## src/rtl/uart_rx_pkg.sv

```systemverilog
// Shared definitions for the UART receive frame sequencer.
// Holds the state encoding, frame geometry constants and a state-class helper.
package uart_rx_pkg;

  localparam int DEF_DATA_WIDTH = 8;
  localparam int START_BIT      = 0;
  localparam int FIRST_DATA     = 1;

  typedef enum logic [2:0] {
    ST_IDLE   = 3'd0,
    ST_START  = 3'd1,
    ST_DATA   = 3'd2,
    ST_PARITY = 3'd3,
    ST_STOP   = 3'd4,
    ST_CHECK  = 3'd5
  } rx_state_e;

  // States in which the edge/bit counters advance and the sampler is enabled.
  function automatic logic is_run_state(input rx_state_e s);
    return (s == ST_START) || (s == ST_DATA) || (s == ST_PARITY) || (s == ST_STOP);
  endfunction

endpackage

```

## src/rtl/uart_rx_edge_bit_cnt.sv

```systemverilog
// Oversampling edge counter and frame bit counter.
// Counts edges 0..presc-1 within a bit and advances the bit index on each wrap.
module uart_rx_edge_bit_cnt #(
  parameter int PRESC_W = 6
) (
  input  logic               CLK,
  input  logic               RST,
  input  logic               cnt_en,
  input  logic [PRESC_W-1:0] presc,
  output logic [PRESC_W-1:0] edge_cnt,
  output logic [3:0]         bit_cnt,
  output logic               last_edge
);

  logic [PRESC_W-1:0] r_edge_cnt;
  logic [3:0]         r_bit_cnt;

  assign last_edge = (r_edge_cnt == (presc - PRESC_W'(1)));
  assign edge_cnt  = r_edge_cnt;
  assign bit_cnt   = r_bit_cnt;

  // A deasserted enable clears both counters, so idle and check cycles read zero.
  always_ff @(posedge CLK or negedge RST) begin
    if (!RST) begin
      r_edge_cnt <= '0;
      r_bit_cnt  <= '0;
    end else if (!cnt_en) begin
      r_edge_cnt <= '0;
      r_bit_cnt  <= '0;
    end else if (last_edge) begin
      r_edge_cnt <= '0;
      r_bit_cnt  <= r_bit_cnt + 4'd1;
    end else begin
      r_edge_cnt <= r_edge_cnt + PRESC_W'(1);
    end
  end

endmodule

```

## src/rtl/uart_rx_ctrl.sv

```systemverilog
// UART receive frame sequencer: start detection, bit timing, checker strobes
// and frame qualification (data_valid / frame_err).
//
// state  | meaning
// IDLE   | line idle, waiting for a falling edge on RX_IN
// START  | start bit, strt_chk_en on its last edge
// DATA   | data bits LSB first, deser_en on each last edge
// PARITY | parity bit, par_chk_en on its last edge
// STOP   | stop bit, stp_chk_en on its last edge
// CHECK  | one cycle: report frame result, may chain straight into START
module uart_rx_ctrl
  import uart_rx_pkg::*;
#(
  parameter int DATA_WIDTH = DEF_DATA_WIDTH,
  parameter int PRESC_W    = 6
) (
  input  logic               CLK,
  input  logic               RST,
  input  logic               RX_IN,
  input  logic               PAR_EN,
  input  logic [PRESC_W-1:0] prescale,
  input  logic               strt_glitch,
  input  logic               par_err,
  input  logic               stp_err,
  output logic               data_samp_en,
  output logic [PRESC_W-1:0] edge_cnt,
  output logic [3:0]         bit_cnt,
  output logic               deser_en,
  output logic               strt_chk_en,
  output logic               par_chk_en,
  output logic               stp_chk_en,
  output logic               data_valid,
  output logic               frame_err
);

  rx_state_e          r_state;
  rx_state_e          w_next_state;
  logic [PRESC_W-1:0] r_presc;
  logic               r_par_en;
  logic               r_par_flag;
  logic               r_stp_flag;
  logic               w_cnt_en;
  logic               w_last_edge;
  logic               w_frame_start;

  // Counting stops on the cycle the FSM leaves a run state, so CHECK/IDLE see zeros.
  assign w_cnt_en      = is_run_state(r_state) && is_run_state(w_next_state);
  assign w_frame_start = ((r_state == ST_IDLE) || (r_state == ST_CHECK)) &&
                         (w_next_state == ST_START);

  uart_rx_edge_bit_cnt #(.PRESC_W(PRESC_W)) u_cnt (
    .CLK       (CLK),
    .RST       (RST),
    .cnt_en    (w_cnt_en),
    .presc     (r_presc),
    .edge_cnt  (edge_cnt),
    .bit_cnt   (bit_cnt),
    .last_edge (w_last_edge)
  );

  always_ff @(posedge CLK or negedge RST) begin
    if (!RST) begin
      r_state <= ST_IDLE;
    end else begin
      r_state <= w_next_state;
    end
  end

  always_comb begin
    w_next_state = r_state;
    data_samp_en = 1'b0;
    deser_en     = 1'b0;
    strt_chk_en  = 1'b0;
    par_chk_en   = 1'b0;
    stp_chk_en   = 1'b0;
    data_valid   = 1'b0;
    frame_err    = 1'b0;
    unique case (r_state)
      ST_IDLE: begin
        if (!RX_IN) w_next_state = ST_START;
      end
      ST_START: begin
        data_samp_en = 1'b1;
        strt_chk_en  = w_last_edge;
        if (w_last_edge) w_next_state = strt_glitch ? ST_IDLE : ST_DATA;
      end
      ST_DATA: begin
        data_samp_en = 1'b1;
        deser_en     = w_last_edge;
        if (w_last_edge && (bit_cnt == 4'(DATA_WIDTH)))
          w_next_state = r_par_en ? ST_PARITY : ST_STOP;
      end
      ST_PARITY: begin
        data_samp_en = 1'b1;
        par_chk_en   = w_last_edge;
        if (w_last_edge) w_next_state = ST_STOP;
      end
      ST_STOP: begin
        data_samp_en = 1'b1;
        stp_chk_en   = w_last_edge;
        if (w_last_edge) w_next_state = ST_CHECK;
      end
      ST_CHECK: begin
        data_valid   = !(r_par_flag || r_stp_flag);
        frame_err    = r_par_flag || r_stp_flag;
        w_next_state = RX_IN ? ST_IDLE : ST_START;
      end
      default: w_next_state = ST_IDLE;
    endcase
  end

  // Frame geometry is frozen at the start edge; later port changes apply to the next frame.
  always_ff @(posedge CLK or negedge RST) begin
    if (!RST) begin
      r_presc  <= '0;
      r_par_en <= 1'b0;
    end else if (w_frame_start) begin
      r_presc  <= prescale;
      r_par_en <= PAR_EN;
    end
  end

  always_ff @(posedge CLK or negedge RST) begin
    if (!RST) begin
      r_par_flag <= 1'b0;
      r_stp_flag <= 1'b0;
    end else if (r_state == ST_CHECK) begin
      r_par_flag <= 1'b0;
      r_stp_flag <= 1'b0;
    end else begin
      if (par_chk_en && par_err) r_par_flag <= 1'b1;
      if (stp_chk_en && stp_err) r_stp_flag <= 1'b1;
    end
  end

endmodule

```

## config.mk

```make
export PLATFORM = sky130hd
export DESIGN_NAME = uart_rx_ctrl
export DESIGN_NICKNAME = d
export VERILOG_FILES = /design/src/rtl/uart_rx_pkg.sv /design/src/rtl/uart_rx_edge_bit_cnt.sv /design/src/rtl/uart_rx_ctrl.sv
export SDC_FILE = /design/constraint.sdc
export NUM_CORES = 1
export LEC_CHECK = 0
export ABC_AREA = 1
export ABC_CLOCK_PERIOD_IN_PS = 2900
export CAP_MARGIN = 20
export CORE_ASPECT_RATIO = 1.2
export CORE_MARGIN = 10
export CORE_UTILIZATION = 35
export CTS_CLUSTER_SIZE = 16
export DETAILED_ROUTE_END_ITERATION = 6
export GPL_ROUTABILITY_DRIVEN = 0
export GPL_TIMING_DRIVEN = 0
export PLACE_DENSITY = 0.65
export SLEW_MARGIN = 30
export SYNTH_ARGS = -nofsm -noshare
export SYNTH_HDL_FRONTEND = slang
export SYNTH_HIERARCHICAL = 1
export SYNTH_SLANG_ARGS = --single-unit
```

## constraint.sdc

```tcl
create_clock -name CLK -period 2.9 [get_ports CLK]
set_input_delay 0.58 -clock CLK [delete_from_list [all_inputs] [get_ports CLK]]
set_output_delay 0.58 -clock CLK [all_outputs]
set_load 0.005 [all_outputs]
```

==> results.sh, run 1 <==
export IMPL_outcome="complete, no violations"
export IMPL_r2r_slack_ns=0.29
export IMPL_dp_hpwl_mm=2.45
export IMPL_p_leak_nw=1.01
export IMPL_synthesis_nets=199
export IMPL_drv_slew=0
export IMPL_wl_per_cell_um=11.7
export IMPL_grtUsageTotal_pct=9.13
export IMPL_finalCritPeriodShare_pct=92.7
export IMPL_cts_path_max_buffers=2
export IMPL_skew_ns=0.00237
export IMPL_clock_latency_ns=0.26
export IMPL_p_per_area_mw_per_mm2=283
export IMPL_area_growth_pct=29.9
export IMPL_r2r_start="r_presc[1]$_DFFE_PN0P_"
export IMPL_grtUsageMet2_pct=15.5
export IMPL_antenna_found_initial=0
export IMPL_slew_headroom_pct=67.1
export IMPL_num_rows=26
export IMPL_synth_flop_cell="dfrtp_1"
export IMPL_worst_pin_slew_ns=0.493
export IMPL_r2r_cells=20
export IMPL_setup_violations_final=0
export IMPL_use_met1_pct=9.78
export IMPL_cap_violations=0
export IMPL_grt_max_degree=23
export IMPL_cp_max_fo=6
export IMPL_nNetsFinal=237
export IMPL_drt_first_pass_iters=4
export IMPL_drt_initial_drc_count=46
export IMPL_fin_tns_setup_ns=0
export IMPL_grt_pass1_wl_mm=5.40
export IMPL_synth_cells=183
export IMPL_utilization_pct=46.3
export IMPL_yosysWarnings=6
export IMPL_antenna_left=0
export IMPL_dr_total_vias=1241
export IMPL_place_area_mm2=0.00185
export IMPL_cts_sinks=22
export IMPL_dp_slack_ns=-0.0273
export IMPL_synth_top_cell_area_share_pct=36.8
export IMPL_synth_edf_count=0
export IMPL_holdWs_ns=0.270
export IMPL_cts_tree="built"
export IMPL_crit_required_ns=2.32
export IMPL_fin_crit_ns=2.69
export IMPL_netlist_area_mm2=0.00150
export IMPL_synth_seq_cells=22
export IMPL_stdcell_area_mm2=0.00194
export IMPL_hold_viol_final=0
export IMPL_rsz0062_at_grt="false"
export IMPL_worstPathArrival_ns=2.11
export IMPL_die_h_um=91.6
export IMPL_clk_pin_slew_ns=0.08
export IMPL_yosys_cell_types_count=29
export IMPL_syn_area_per_cell_um2=8.18
export IMPL_worst_slack_ns=0.210
export IMPL_nFillCells=423
export IMPL_start_util_pct=35.7
export IMPL_cts_root_buf="clkbuf_8"
export IMPL_fp_dieW_um=79.7
export IMPL_hold_class="input pin to async pin"
export IMPL_synth_area_leader_cell="dfrtp_1"
export IMPL_htree_levels=1
export IMPL_critical_path_endpoint_type="output port"
export IMPL_max_freq_mhz=372
export IMPL_synth_seq_area_share_pct=36.8
export IMPL_overflow=0
export IMPL_antennaDiodeCount=0
export IMPL_synthArstFlopShare_pct=100
export IMPL_post_drt_via_cell_ratio=4.50
export IMPL_met3_usage_pct=3.13
export IMPL_busiest_layer="met2"
export IMPL_layout_drive_gt1_share_pct=22.3
export IMPL_numPortBuffers=29
export IMPL_crit_type="register to output port"
export IMPL_first_global_vias=1208
export IMPL_ios=30
export IMPL_cts_buffers=3
export IMPL_synth_area_leaders="dfrtp_1, nand2_1, inv_1, nand3_1, nor2_2"
export IMPL_crit_path_start_kind="register"
export IMPL_routed_wl_mm=3.24
export IMPL_reg2reg_to="u_cnt/edge_cnt[3]$_DFF_PN0_"
export IMPL_core_area_mm2=0.00420
export IMPL_vdd_ir_drop_max_mv=0.174
export IMPL_ctsHoldBuffers=0
export IMPL_die_area_mm2=0.00730
export IMPL_drc=0
[worst max-delay path by stage]
stage	slack (ns)	from	end	cells after the start
3_5_place_dp	-0.03	r_presc[0]$_DFFE_PN0P_	stp_chk_en	12
3_3_place_gp	-0.02	r_presc[0]$_DFFE_PN0P_	stp_chk_en	12
6_report	0.21	r_presc[1]$_DFFE_PN0P_	deser_en	13
4_1_cts	0.008	r_presc[1]$_DFFE_PN0P_	par_chk_en	13
5_1_grt	0.005	r_presc[1]$_DFFE_PN0P_	strt_chk_en	13
2_1_floorplan	0.38	r_presc[0]$_DFFE_PN0P_	u_cnt/edge_cnt[0]$_DFF_PN0_	19
[per-stage QoR]
step           power (mW)  cells
4_1_cts             0.558    274
3_5_place_dp        0.335    268
3_3_place_gp        0.336    268
5_1_grt             0.579    276
6_report            0.549    276
2_1_floorplan       0.314    183
[registers in the layout, indices dropped and copies added (netlist names)]
| signal | cells |
|---|---|
| r_state | 3 |
| u_cnt/bit_cnt | 4 |
| r_stp_flag | 1 |
| u_cnt/edge_cnt | 6 |
| r_par_en | 1 |
| r_presc | 6 |
| r_par_flag | 1 |
[what timing repair did]
item / in CTS / in global routing
cloned: 0 / 1
gates resized for setup: 7 / 6
buffers inserted: 2 / 2
endpoints found under the setup margin: 4 / 14
pin swaps: 1 / 9
[power breakdown]
part	total (mW)	leakage [nW]	internal (mW)	switching, mW
Sequential	0.306	0.267	0.306	0
Clock	0.221	0.0288	0.121	0.100
Combinational	0.0219	0.714	0.0134	0.00856
[placed cells by master (no fill, tap or decap), types with 2 or more instances in the layout]
master and n:
inv_2 5, nand3_1 19, nand3_4 3, clkbuf_8 5
nand2_2 2, mux2_1 4, nand3_2 2, dfrtp_1 22
o21ai_0 2, nor2_2 12, buf_4 3, ha_1 2
nor2_1 10, mux2_2 2, clkdlybuf4s50_1 24, xor2_1 4
nand4_1 4, nand2_4 3, nand2_1 40, nor2_4 2
dlygate4sd2_1 2, nor3_1 2, xnor2_1 2, inv_1 27
a21oi_1 4
[layout make-up]
type | count | area, µm² | area share (%)
inverter | 33 | 126 | 6.50
clock buffer | 4 | 55.1 | 2.83
multi-input combinational | 127 | 818 | 42.1
buffer | 1 | 13.8 | 0.708
tap | 56 | 70.1 | 3.60
sequential | 22 | 551 | 28.3
timing repair buffer | 33 | 310 | 16.0
[cells by family after synthesis]
logic type / share of synthesized area [%]
AOI/OAI and AO/OA: 3.51
xor gates and xnor gates: 6.44
adders and majority gates: 2.51
buffers and inverters: 9.20
DFF: 36.8
muxes: 4.51
and+or+nand+nor: 37.0
[routing by layer]
metal | vias up | part of all wire, % | routed length, µm
li1 | 646 | - | -
met1 | 566 | 42 | 1350
met2 | 24 | 49 | 1600
met3 | 5 | 7.1 | 231
met4 | 0 | 1.8 | 59
met5 | - | 0 | 0
[cell usage after synthesis, types with 2 or more instances]
| master | n |
|---|---|
| xor2_1 | 4 |
| dfrtp_1 | 22 |
| mux2_2 | 2 |
| a21oi_1 | 4 |
| nor3_1 | 2 |
| nand3_4 | 3 |
| nand2_2 | 2 |
| nand3_1 | 19 |
| nand4_1 | 4 |
| ha_1 | 3 |
| nand2_1 | 40 |
| nor2_2 | 9 |
| mux2_1 | 4 |
| nand2_4 | 3 |
| inv_1 | 29 |
| nor2_4 | 2 |
| xnor2_1 | 2 |
| nor2_1 | 13 |
| o21ai_0 | 2 |
| inv_2 | 4 |
| nand3_2 | 2 |
[critical path: stages (launching register included)]
cell           delay, ns
dfrtp_1             0.41
inv_1               0.06
ha_2                0.32
inv_1               0.03
nand2_1             0.05
nand2_1             0.05
nor2_2              0.10
nand2_1             0.07
nor2_2              0.15
nand3_4             0.10
inv_4               0.09
inv_1               0.06
nor2_1              0.09
dlygate4sd2_1       0.25
Note: power is estimated with default switching activity, not from simulation.
==> run 2: changes to the inputs <==
--- a/config.mk
+++ b/config.mk
@@ -7,3 +7,3 @@
 export LEC_CHECK = 0
-export ABC_AREA = 1
+export ABC_AREA = 0
 export ABC_CLOCK_PERIOD_IN_PS = 2900
@@ -16,4 +16,4 @@
 export GPL_ROUTABILITY_DRIVEN = 0
-export GPL_TIMING_DRIVEN = 0
-export PLACE_DENSITY = 0.65
+export GPL_TIMING_DRIVEN = 1
+export PLACE_DENSITY = 0.66
 export SLEW_MARGIN = 30
==> constraint.sdc (replaced) <==
create_clock -name CLK -period 2.9 [get_ports CLK]
set_input_delay 0.435 -clock CLK [delete_from_list [all_inputs] [get_ports CLK]]
set_output_delay 0.435 -clock CLK [all_outputs]
set_load 0.005 [all_outputs]
==> run 2 against run 1 <==
Via count down 12%. Flip-flop and latch count unchanged. Final cell count shrank 19%. Cell area decreased by 4.2%. Synthesized area is 11% lower. Register-to-register slack lost 0.14 ns. Maximum frequency fell by 2.2%. Total power rose to 3.1 times the previous value. Combinational power grew to 40 times the previous value. Setup slack worse by 0.061 ns. Clock power grew 30%. Synthesized cell count fell by 27%.
==> results.sh, run 2 <==
export IMPL_crit_path_start_kind="register"
export IMPL_synth_area_leader_cell="dfrtp_1"
export IMPL_routed_wl_mm=3.13
export IMPL_cts_path_max_buffers=2
export IMPL_syn_area_per_cell_um2=10.0
export IMPL_critical_path_endpoint_type="register"
export IMPL_synth_top_cell_area_share_pct=41.4
export IMPL_drc=0
export IMPL_drv_slew=0
export IMPL_synth_seq_cells=22
export IMPL_cts_buffers=3
export IMPL_first_global_vias=1110
export IMPL_worstPathArrival_ns=2.91
export IMPL_yosys_top_cells_count="dfrtp_1, nor2_1, nand2_1"
export IMPL_worst_pin_slew_ns=0.456
export IMPL_antennaDiodeCount=0
export IMPL_utilization_pct=50.9
export IMPL_cap_violations=0
export IMPL_fin_crit_ns=2.75
export IMPL_drt_initial_drc_count=93
export IMPL_synth_area_leaders="dfrtp_1, mux2_2, nor2_1, xnor2_1, xor2_1"
export IMPL_dpl_cell_count=216
export IMPL_p_leak_nw=0.832
export IMPL_cp_max_fo=8
export IMPL_drt_first_pass_iters=4
export IMPL_wl_per_cell_um=14.0
export IMPL_layout_common_cells="clkdlybuf4s50_1, dfrtp_1, nor2_1, nand2_1, buf_4"
export IMPL_slew_headroom_pct=69.6
export IMPL_ios=30
export IMPL_total_power_mw=1.71
export IMPL_cts_tree="built"
export IMPL_layout_commonest_cell="clkdlybuf4s50_1"
export IMPL_holdWs_ns=0.517
export IMPL_rsz0062_at_grt="true"
export IMPL_synth_seq_area_share_pct=41.4
export IMPL_post_drt_via_cell_ratio=4.89
export IMPL_htree_levels=1
export IMPL_clock_latency_ns=0.27
export IMPL_hold_class="input pin to async pin"
export IMPL_max_freq_mhz=364
export IMPL_critPathMaxStageDelay_ns=0.40
export IMPL_crit_required_ns=3.05
export IMPL_cp_top_family="compound AO/OA/AOI/OAI gates"
export IMPL_setup_violations_final=0
export IMPL_overflow=0
export IMPL_numPortBuffers=29
export IMPL_skew_ns=0.00448
export IMPL_vdd_ir_drop_max_mv=0.417
export IMPL_netlist_area_mm2=0.00133
export IMPL_outcome="complete, no violations"
export IMPL_hold_viol_final=0
export IMPL_crit_type="register to register"
export IMPL_synth_flop_cell="dfrtp_1"
export IMPL_stdcell_count=223
export IMPL_cts_root_buf="clkbuf_8"
export IMPL_grt_pass1_wl_mm=5.37
export IMPL_area_growth_pct=40.1
export IMPL_path_cells="inv_2 > ha_4 > nand2_1 > o211a_1 > o31a_1 > nor2_4 > nor4b_4 > nand3b_4 > a32o_2 > nor2_2 > mux2_4 > o21ai_4 > nor2_1"
export IMPL_synthesis_nets=149
export IMPL_synth_most_common_cell="dfrtp_1"
export IMPL_nNetsFinal=188
export IMPL_p_per_area_mw_per_mm2=920
export IMPL_core_area_mm2=0.00366
export IMPL_yosysWarnings=6
export IMPL_stdcell_area_mm2=0.00186
export IMPL_synth_cells=133
export IMPL_grtUsageTotal_pct=9.66
export IMPL_fp_dieW_um=76.3
export IMPL_cp_num_buf_inv=1
export IMPL_nFillCells=355
export IMPL_cts_sinks=22
export IMPL_critPathSlowestCell="dfrtp_1"
export IMPL_synth_edf_count=0
export IMPL_finalCritPeriodShare_pct=94.8
export IMPL_num_rows=24
export IMPL_synthArstFlopShare_pct=100
export IMPL_layout_drive_gt1_share_pct=19.9
export IMPL_dr_total_vias=1091
export IMPL_start_util_pct=36.3
export IMPL_ctsHoldBuffers=0
export IMPL_dp_hpwl_mm=2.40
export IMPL_die_area_mm2=0.00668
export IMPL_grt_max_degree=23
export IMPL_place_area_mm2=0.00172
export IMPL_antenna_left=0
export IMPL_clk_pin_slew_ns=0.08
export IMPL_yosys_cell_types_count=39
export IMPL_die_h_um=87.5
export IMPL_antenna_found_initial=0
run 2: cell types whose count changed in the layout (fill, tap and decap cells not counted), sizes merged, moves of 5 or more:
cell	previous run	this run
buf	4	9
inv	33	6
nand2	46	10
nand2b	0	6
nand3	24	6
nor2	24	18
run 2: metrics by stage:
stage / setup TNS, ns / setup slack, ns
floorplan: 0 / 0.0601
global placement: 0 / 0.109
detailed placement: -0.0448 / -0.0223
CTS: 0 / 0.000852
global route: -0.0769 / -0.0334
finish: 0 / 0.150
run 2: worst paths after layout:
path,startpoint,end,slack (ns),cells after the start
min,RST,r_state[1]$_DFF_PN0_,0.52,2
max,r_presc[0]$_DFFE_PN0P_,u_cnt/edge_cnt[4]$_DFF_PN0_,0.15,13
min reg2reg,u_cnt/edge_cnt[0]$_DFF_PN0_,u_cnt/edge_cnt[0]$_DFF_PN0_,0.55,1
max reg2reg,r_presc[0]$_DFFE_PN0P_,u_cnt/edge_cnt[4]$_DFF_PN0_,0.15,13
min in group CLK,u_cnt/edge_cnt[0]$_DFF_PN0_,u_cnt/edge_cnt[0]$_DFF_PN0_,0.55,1
max in group asynchronous,RST,r_par_flag$_DFFE_PN0P_,2.16,2
run 2: repair_timing:
action,4_1_cts,5_1_grt
gates resized for setup,5,8
setup endpoints to repair,8,11
cloned,0,0
setup buffers,2,1
run 2: cell type report:
| cell class | count | area (µm²) | area share (%) |
|---|---|---|---|
| multi-input cells | 101 | 797 | 42.8 |
| inverters | 6 | 22.5 | 1.21 |
| clock inverters | 1 | 30.0 | 1.61 |
| flip-flops and latches | 22 | 551 | 29.5 |
| clock buffers | 3 | 41.3 | 2.22 |
| repair buffers | 38 | 357 | 19.1 |
| well taps | 52 | 65.1 | 3.49 |
run 2: routing by layer:
metal  track usage, %  part of all wire [%]  wire, µm
met5                0                     0         0
met4             4.06                   1.4        45
met3             3.79                   7.8       244
met2             16.3                    48      1520
met1             10.7                    42      1320
run 2: logic make-up after synthesis:
| logic type | after synthesis | share of synthesized area [%] |
|---|---|---|
| DFF | 22 | 41.4 |
| muxes | 12 | 9.78 |
| and+or+nand+nor | 58 | 25.8 |
| xor gates and xnor gates | 12 | 7.90 |
| adders and majority gates | 3 | 2.82 |
| AOI/OAI and AO/OA | 16 | 9.13 |
| buffers and inverters | 10 | 3.20 |
run 2: worst reg2reg max path, stage by stage (launching register included):
cell,delay (ns)
dfrtp_1,0.40
inv_2,0.08
ha_4,0.14
nand2_1,0.05
o211a_1,0.21
o31a_1,0.30
nor2_4,0.13
nor4b_4,0.29
nand3b_4,0.12
a32o_2,0.25
nor2_2,0.12
mux2_4,0.36
o21ai_4,0.11
nor2_1,0.08
run 2: where the power goes:
| part | switching, mW | internal, mW | total (mW) |
|---|---|---|---|
| clock | 0.102 | 0.185 | 0.287 |
| sequential | 0.154 | 0.402 | 0.556 |
| combinational | 0.397 | 0.474 | 0.872 |
